[config.mk]
export PLATFORM = sky130hd
export DESIGN_NAME = mlp_sequencer
export DESIGN_NICKNAME = d
export VERILOG_FILES = /design/src/rtl/mlp_sequencer_pkg.sv /design/src/rtl/mlp_sequencer_mac.sv /design/src/rtl/mlp_sequencer.sv
export SDC_FILE = /design/constraint.sdc
export NUM_CORES = 1
export LEC_CHECK = 0
export BUFFER_PORTS_ARGS = -buffer_cell sky130_fd_sc_hd__clkbuf_2
export CORE_MARGIN = 3
export CORE_UTILIZATION = 57
export DETAILED_ROUTE_END_ITERATION = 8
export PLACE_DENSITY = 0.78
export SLEW_MARGIN = 20
export SYNTH_ARGS = -nofsm -noshare
export SYNTH_HDL_FRONTEND = slang
export SYNTH_SLANG_ARGS = --single-unit
[constraint.sdc]
create_clock -name clk -period 9.3 [get_ports clk]
set_input_delay 1.395 -clock clk [delete_from_list [all_inputs] [get_ports clk]]
set_output_delay 1.395 -clock clk [all_outputs]
set_load 0.02 [all_outputs]
[src/rtl/mlp_sequencer_pkg.sv]
// mlp_pkg: shared definitions for the two-layer MLP sequencer.
//   DATA_W          - width of features, weights, hidden values and scores
//   N_*_DEF         - default layer sizes
//   state_e         - sequencer state encoding
//   sat8()          - clamp a signed value to the signed 8-bit range
package mlp_pkg;

    localparam int DATA_W    = 8;
    localparam int N_IN_DEF  = 16;
    localparam int N_HID_DEF = 8;
    localparam int N_OUT_DEF = 4;

    typedef enum logic [2:0] {
        IDLE,
        L1_MAC,
        L1_STORE,
        L2_MAC,
        L2_STORE,
        DONE
    } state_e;

    function automatic logic signed [DATA_W-1:0] sat8(input logic signed [31:0] v);
        if (v > 32'sd127)
            return 8'h7f;
        else if (v < -32'sd128)
            return 8'h80;
        else
            return v[DATA_W-1:0];
    endfunction

endpackage

[src/rtl/mlp_sequencer_mac.sv]
// mlp_mac: multiply-accumulate with requantization.
//   clk, rst_n      - clock, async active-low reset
//   a_i, b_i        - signed 8-bit operands
//   acc_en_i        - add a_i*b_i into the accumulator
//   fin_i           - clear the accumulator (result consumed this cycle)
//   relu_i          - clamp negative results to zero
//   res_o           - sat8((acc + a_i*b_i) >>> SHIFT), optionally ReLU'd
// res_o includes the current product so the final term never needs an
// extra cycle to land in the accumulator.
module mlp_mac import mlp_pkg::*; #(
    parameter int ACC_W = 20,
    parameter int SHIFT = 4
) (
    input  logic                     clk,
    input  logic                     rst_n,
    input  logic signed [DATA_W-1:0] a_i,
    input  logic signed [DATA_W-1:0] b_i,
    input  logic                     acc_en_i,
    input  logic                     fin_i,
    input  logic                     relu_i,
    output logic signed [DATA_W-1:0] res_o
);
    logic signed [ACC_W-1:0]    acc_q, acc_d, sum, shr;
    logic signed [2*DATA_W-1:0] prod;
    logic signed [DATA_W-1:0]   sat;

    always_comb begin
        acc_d = acc_q;
        prod  = 16'(a_i) * 16'(b_i);
        sum   = acc_q + ACC_W'(prod);
        shr   = sum >>> SHIFT;
        sat   = sat8(32'(shr));
        res_o = (relu_i && sat[DATA_W-1]) ? '0 : sat;
        if (acc_en_i) acc_d = sum;
        if (fin_i)    acc_d = '0;
    end

    always_ff @(posedge clk or negedge rst_n) begin
        if (!rst_n) acc_q <= '0;
        else        acc_q <= acc_d;
    end
endmodule

[src/rtl/mlp_sequencer.sv]
// mlp_sequencer: sequences a two-layer MLP inference (N_IN -> N_HID ReLU ->
// N_OUT) over an external feature buffer and weight ROM, then reports the
// argmax class and its score.
//   clk, reset_n           - clock, async active-low reset
//   start_mlp              - single-cycle request, honoured only in IDLE
//   feat_addr / feat_data  - feature buffer read (data one cycle later)
//   w_addr / w_data        - weight ROM read (data one cycle later); layer-1
//                            rows at j*N_IN+i, layer-2 rows after them
//   busy                   - high from acceptance through the valid cycle
//   mlp_valid_out          - one-cycle result strobe
//   class_out / score_out  - argmax result, held until the next result
module mlp_sequencer import mlp_pkg::*; #(
    parameter int N_IN  = N_IN_DEF,
    parameter int N_HID = N_HID_DEF,
    parameter int N_OUT = N_OUT_DEF,
    parameter int SHIFT = 4
) (
    input  logic                                     clk,
    input  logic                                     reset_n,
    input  logic                                     start_mlp,
    output logic [$clog2(N_IN)-1:0]                  feat_addr,
    input  logic signed [DATA_W-1:0]                 feat_data,
    output logic [$clog2(N_HID*N_IN+N_OUT*N_HID)-1:0] w_addr,
    input  logic signed [DATA_W-1:0]                 w_data,
    output logic                                     busy,
    output logic                                     mlp_valid_out,
    output logic [$clog2(N_OUT)-1:0]                 class_out,
    output logic signed [DATA_W-1:0]                 score_out
);
    localparam int FA_W    = $clog2(N_IN);
    localparam int WA_W    = $clog2(N_HID*N_IN+N_OUT*N_HID);
    localparam int HW      = (N_HID > 1) ? $clog2(N_HID) : 1;
    localparam int CW      = $clog2(N_OUT);
    // Sized for the longer of the two dot products so neither can wrap.
    localparam int MAXN    = (N_IN > N_HID) ? N_IN : N_HID;
    localparam int ACC_W   = 16 + $clog2(MAXN);
    localparam int L2_BASE = N_HID * N_IN;

    state_e                   st_q, st_d;
    logic [FA_W-1:0]          i_q, i_d;
    logic [HW-1:0]            j_q, j_d, m_q, m_d, mi_q, mi_d;
    logic [CW-1:0]            k_q, k_d;
    logic [N_HID-1:0][DATA_W-1:0] hid_q, hid_d;
    logic signed [DATA_W-1:0] max_q, max_d, score_q, score_d;
    logic [CW-1:0]            mcls_q, mcls_d, cls_q, cls_d;

    logic signed [DATA_W-1:0] mac_a, mac_res;
    logic                     acc_en, fin, relu, take;

    mlp_mac #(.ACC_W(ACC_W), .SHIFT(SHIFT)) u_mac (
        .clk      (clk),
        .rst_n    (reset_n),
        .a_i      (mac_a),
        .b_i      (w_data),
        .acc_en_i (acc_en),
        .fin_i    (fin),
        .relu_i   (relu),
        .res_o    (mac_res)
    );

    always_comb begin
        st_d      = st_q;
        i_d       = i_q;
        j_d       = j_q;
        m_d       = m_q;
        mi_d      = mi_q;
        k_d       = k_q;
        hid_d     = hid_q;
        max_d     = max_q;
        mcls_d    = mcls_q;
        cls_d     = cls_q;
        score_d   = score_q;
        feat_addr = '0;
        w_addr    = '0;
        mac_a     = feat_data;
        acc_en    = 1'b0;
        fin       = 1'b0;
        relu      = 1'b0;
        // Strictly greater keeps the lowest index on ties; output 0 seeds the max.
        take      = (k_q == '0) || (mac_res > max_q);

        case (st_q)
            IDLE: begin
                if (start_mlp) begin
                    st_d = L1_MAC;
                    i_d  = '0;
                    j_d  = '0;
                    m_d  = '0;
                    k_d  = '0;
                end
            end
            L1_MAC: begin
                feat_addr = i_q;
                w_addr    = WA_W'(32'(j_q) * N_IN + 32'(i_q));
                // Data for address i arrives at i+1; nothing is pending at i=0.
                acc_en    = (i_q != '0);
                if (i_q == FA_W'(N_IN-1)) begin
                    i_d  = '0;
                    st_d = L1_STORE;
                end else begin
                    i_d = i_q + 1'b1;
                end
            end
            L1_STORE: begin
                fin        = 1'b1;
                relu       = 1'b1;
                hid_d[j_q] = mac_res;
                if (j_q == HW'(N_HID-1)) begin
                    j_d  = '0;
                    st_d = L2_MAC;
                end else begin
                    j_d  = j_q + 1'b1;
                    st_d = L1_MAC;
                end
            end
            L2_MAC: begin
                // mi_q trails m_q by one so the hidden operand lines up with w_data.
                mac_a  = $signed(hid_q[mi_q]);
                w_addr = WA_W'(L2_BASE + 32'(k_q) * N_HID + 32'(m_q));
                acc_en = (m_q != '0);
                mi_d   = m_q;
                if (m_q == HW'(N_HID-1)) begin
                    m_d  = '0;
                    st_d = L2_STORE;
                end else begin
                    m_d = m_q + 1'b1;
                end
            end
            L2_STORE: begin
                mac_a = $signed(hid_q[mi_q]);
                fin   = 1'b1;
                if (take) begin
                    max_d  = mac_res;
                    mcls_d = k_q;
                end
                if (k_q == CW'(N_OUT-1)) begin
                    k_d     = '0;
                    st_d    = DONE;
                    cls_d   = take ? k_q : mcls_q;
                    score_d = take ? mac_res : max_q;
                end else begin
                    k_d  = k_q + 1'b1;
                    st_d = L2_MAC;
                end
            end
            DONE:    st_d = IDLE;
            default: st_d = IDLE;
        endcase
    end

    always_ff @(posedge clk or negedge reset_n) begin
        if (!reset_n) begin
            st_q    <= IDLE;
            i_q     <= '0;
            j_q     <= '0;
            m_q     <= '0;
            mi_q    <= '0;
            k_q     <= '0;
            hid_q   <= '0;
            max_q   <= '0;
            mcls_q  <= '0;
            cls_q   <= '0;
            score_q <= '0;
        end else begin
            st_q    <= st_d;
            i_q     <= i_d;
            j_q     <= j_d;
            m_q     <= m_d;
            mi_q    <= mi_d;
            k_q     <= k_d;
            hid_q   <= hid_d;
            max_q   <= max_d;
            mcls_q  <= mcls_d;
            cls_q   <= cls_d;
            score_q <= score_d;
        end
    end

    assign busy          = (st_q != IDLE);
    assign mlp_valid_out = (st_q == DONE);
    assign class_out     = cls_q;
    assign score_out     = score_q;
endmodule

==> results_dict.tcl <==
set metrics [dict create \
    rsz0062_at_grt "false" \
    start_util_pct 59.4 \
    final_hold_viol_count 0 \
    whs_path_depth 1 \
    fmax_ghz 0.114 \
    synth_top_area_share_pct 31.8 \
    htreeDepth 4 \
    ctsLongestPathBuffers 2 \
    yosys-top-cells-area "dfrtp_1 (32%), fa_1 (18%), ha_1 (8.2%)" \
    drtPass1Iterations 5 \
    gr-total-overflow 0 \
    crit_type "register to register" \
    grt_pass1_vias 7519 \
    dpl.cell_count 1232 \
    drc 0 \
    port_buffers 42 \
    netlist_area_um2 9610 \
    cts_root_buf "clkbuf_16" \
    vias_per_cell 5.69 \
    netlist_instances 979 \
    wirelength_um 22200 \
    yosysSeqAreaShare_pct 31.8 \
    maxSlewViolCount 0 \
    instances_no_fill 1264 \
    period_share_pct 94.5 \
    drtAntennaViolNets 0 \
    yosys.cell_types.count 59 \
    cp_max_fo 11 \
    cts.sink_count 122 \
    path_clk_slew_ns 0.06 \
    synth_seq_cells 122 \
    critPathMaxStageDelay_ns 0.54 \
    worst_pin_slew_ns 0.971 \
    period_needed_ns 8.79 \
    async_reset_ff_share_pct 100 \
    grt_pass1_wl_um 37900 \
    num_vias 7188 \
    cp_slowest_cell "fa_1" \
    startpoint_type "register" \
    area_growth_pct 12.7 \
    r2r-end "max_q[0]" \
    post_cts_buffers 0 \
    yosysTopAreaCell "dfrtp_1" \
    setup_viol 0 \
    worstHoldStart "hid_q[63]" \
    r2r_slack_ns 0.51 \
    coreArea_um2 16200 \
    r2r_cells 32 \
    maxSlewHeadroom_pct 34.8 \
    synth_nets 1149 \
    outcome "finished clean" \
    synth_top_flop_cell "dfrtp_1" \
    maxCapViolCount 0 \
    rows 46 \
    worstPathRequired_ns 9.64 \
    hold_path_class "register to register" \
    synth.avg_cell_area_um2 9.82 \
    finalSetupTns_ns 0 \
    diodes 0 \
    drtIter0Drc 491 \
    gp_congestion 0.923 \
    crit_family "adder cells" \
    hpwl_um 17300 \
    hold_end "hid_q[63]" \
    grt_use_total_pct 26.0 \
    fp.dieW_um 136 \
    dieArea_um2 18500 \
    numCtsBuffers 17 \
    synth_edf_count 0 \
    nNetsFinal 1205 \
    reg2reg_from "mi_q[0]" \
    die_y_um 136 \
    crit_path_end_kind "register" \
    path_depth 32 \
    antenna_found_initial 0 \
    cts_tree "built" \
    worstPathArrival_ns 9.13 \
    yosys_warnings 0 \
    ctsHoldBuffers 0 \
    layout-drive-gt1-share_pct 13.7 \
    critPathBufInv 7 \
    insertion_delay_ns 0.42 \
    clock_skew_ns 0.00883 \
    wire_per_inst_um 17.6 \
    io_pins 43 \
    grt_max_degree 86 \
]
logic make-up after synthesis:
logic type	share of synthesized area [%]
AO/OA/AOI/OAI	13.7
XOR/XNOR	1.63
adder cells (fa/ha/maj)	26.5
buffers and inverters	6.56
flip-flops	31.8
multiplexers	4.93
AND/OR/NAND/NOR	14.9
worst max path at each step:
| stage | from | to |
|---|---|---|
| 3_3_place_gp | feat_data[7] | score_out[4] |
| 6_report | mi_q[0] | max_q[0] |
| 3_5_place_dp | feat_data[7] | score_out[4] |
| 2_1_floorplan | st_q[2] | max_q[4] |
| 4_1_cts | st_q[2] | score_out[4] |
| 5_1_grt | st_q[2] | score_out[1] |
cells in the final DEF, fill, tap and decap left out, types with 4 or more instances in the layout:
cell and count:
a21o_1 8, a21oi_1 50, a22o_1 16, a31oi_1 7
and2_1 19, buf_4 29, clkbuf_16 17, clkbuf_2 41
clkinvlp_4 4, dfrtp_1 120, fa_1 88, ha_1 63
inv_1 124, mux2i_1 8, mux4_2 16, nand2_1 94
nand2b_1 17, nand3_1 19, nand3b_1 4, nand4_1 5
nor2_1 66, nor2b_1 43, nor3_1 9, o211ai_1 10
o21a_1 5, o21ai_0 31, o21ai_1 42, o22ai_1 6
xnor2_1 14
cell type report:
cell class,instances,area (um2)
inverters,125,469
repair buffers,72,445
clock inverters,12,164
flip-flops and latches,122,3060
fillers,1253,5340
clock buffers,20,467
multi-input cells,697,5960
well taps,216,270
Yosys cell counts (19+ instances only):
| master | n |
|---|---|
| dfrtp_1 | 122 |
| fa_1 | 88 |
| nor2_1 | 68 |
| and2_1 | 19 |
| inv_1 | 125 |
| o21ai_1 | 42 |
| nand2_1 | 94 |
| ha_1 | 63 |
| clkbuf_1 | 19 |
| o21ai_0 | 31 |
| nor2b_1 | 43 |
| nand3_1 | 19 |
| a21oi_1 | 52 |
state kept, by name, indices dropped and copies added (netlist names):
| name | cells |
|---|---|
| hid_q | 64 |
| u_mac.acc_q | 20 |
| max_q | 8 |
| score_out | 8 |
| i_q | 4 |
| j_q | 3 |
| m_q | 3 |
| mi_q | 3 |
| st_q | 3 |
| class_out | 2 |
| k_q | 2 |
| mcls_q | 2 |
metal layers:
layer / up-vias / part of all wire, % / GRT usage (%)
met3: 44 / 5.0 / 4.29
met2: 222 / 49 / 43.4
met1: 3527 / 44 / 34.9
li1: 3395 / - / -
met4: 0 / 2.1 / 8.68
met5: - / 0 / 0
what timing repair did:
item | 4_1_cts | 5_1_grt
resized for setup | 0 | 11
endpoints found under the hold margin | 0 | 0
setup endpoints to repair | 0 | 20
metrics by stage:
stage	hold slack [ns]	setup slack (ns)	cell area [um2]	util (%)
after floorplan	0.445	0.195	9610	-
after global placement	0.457	0.518	10200	62.9
after detailed placement	0.468	0.377	10200	62.9
after CTS	0.482	0.300	10800	66.8
after global routing	0.495	0.0286	10800	67.0
final	0.477	0.509	10800	67.0
Power is not shown: default switching activity piles up to over one toggle a cycle in this logic, so the estimate is an artifact.
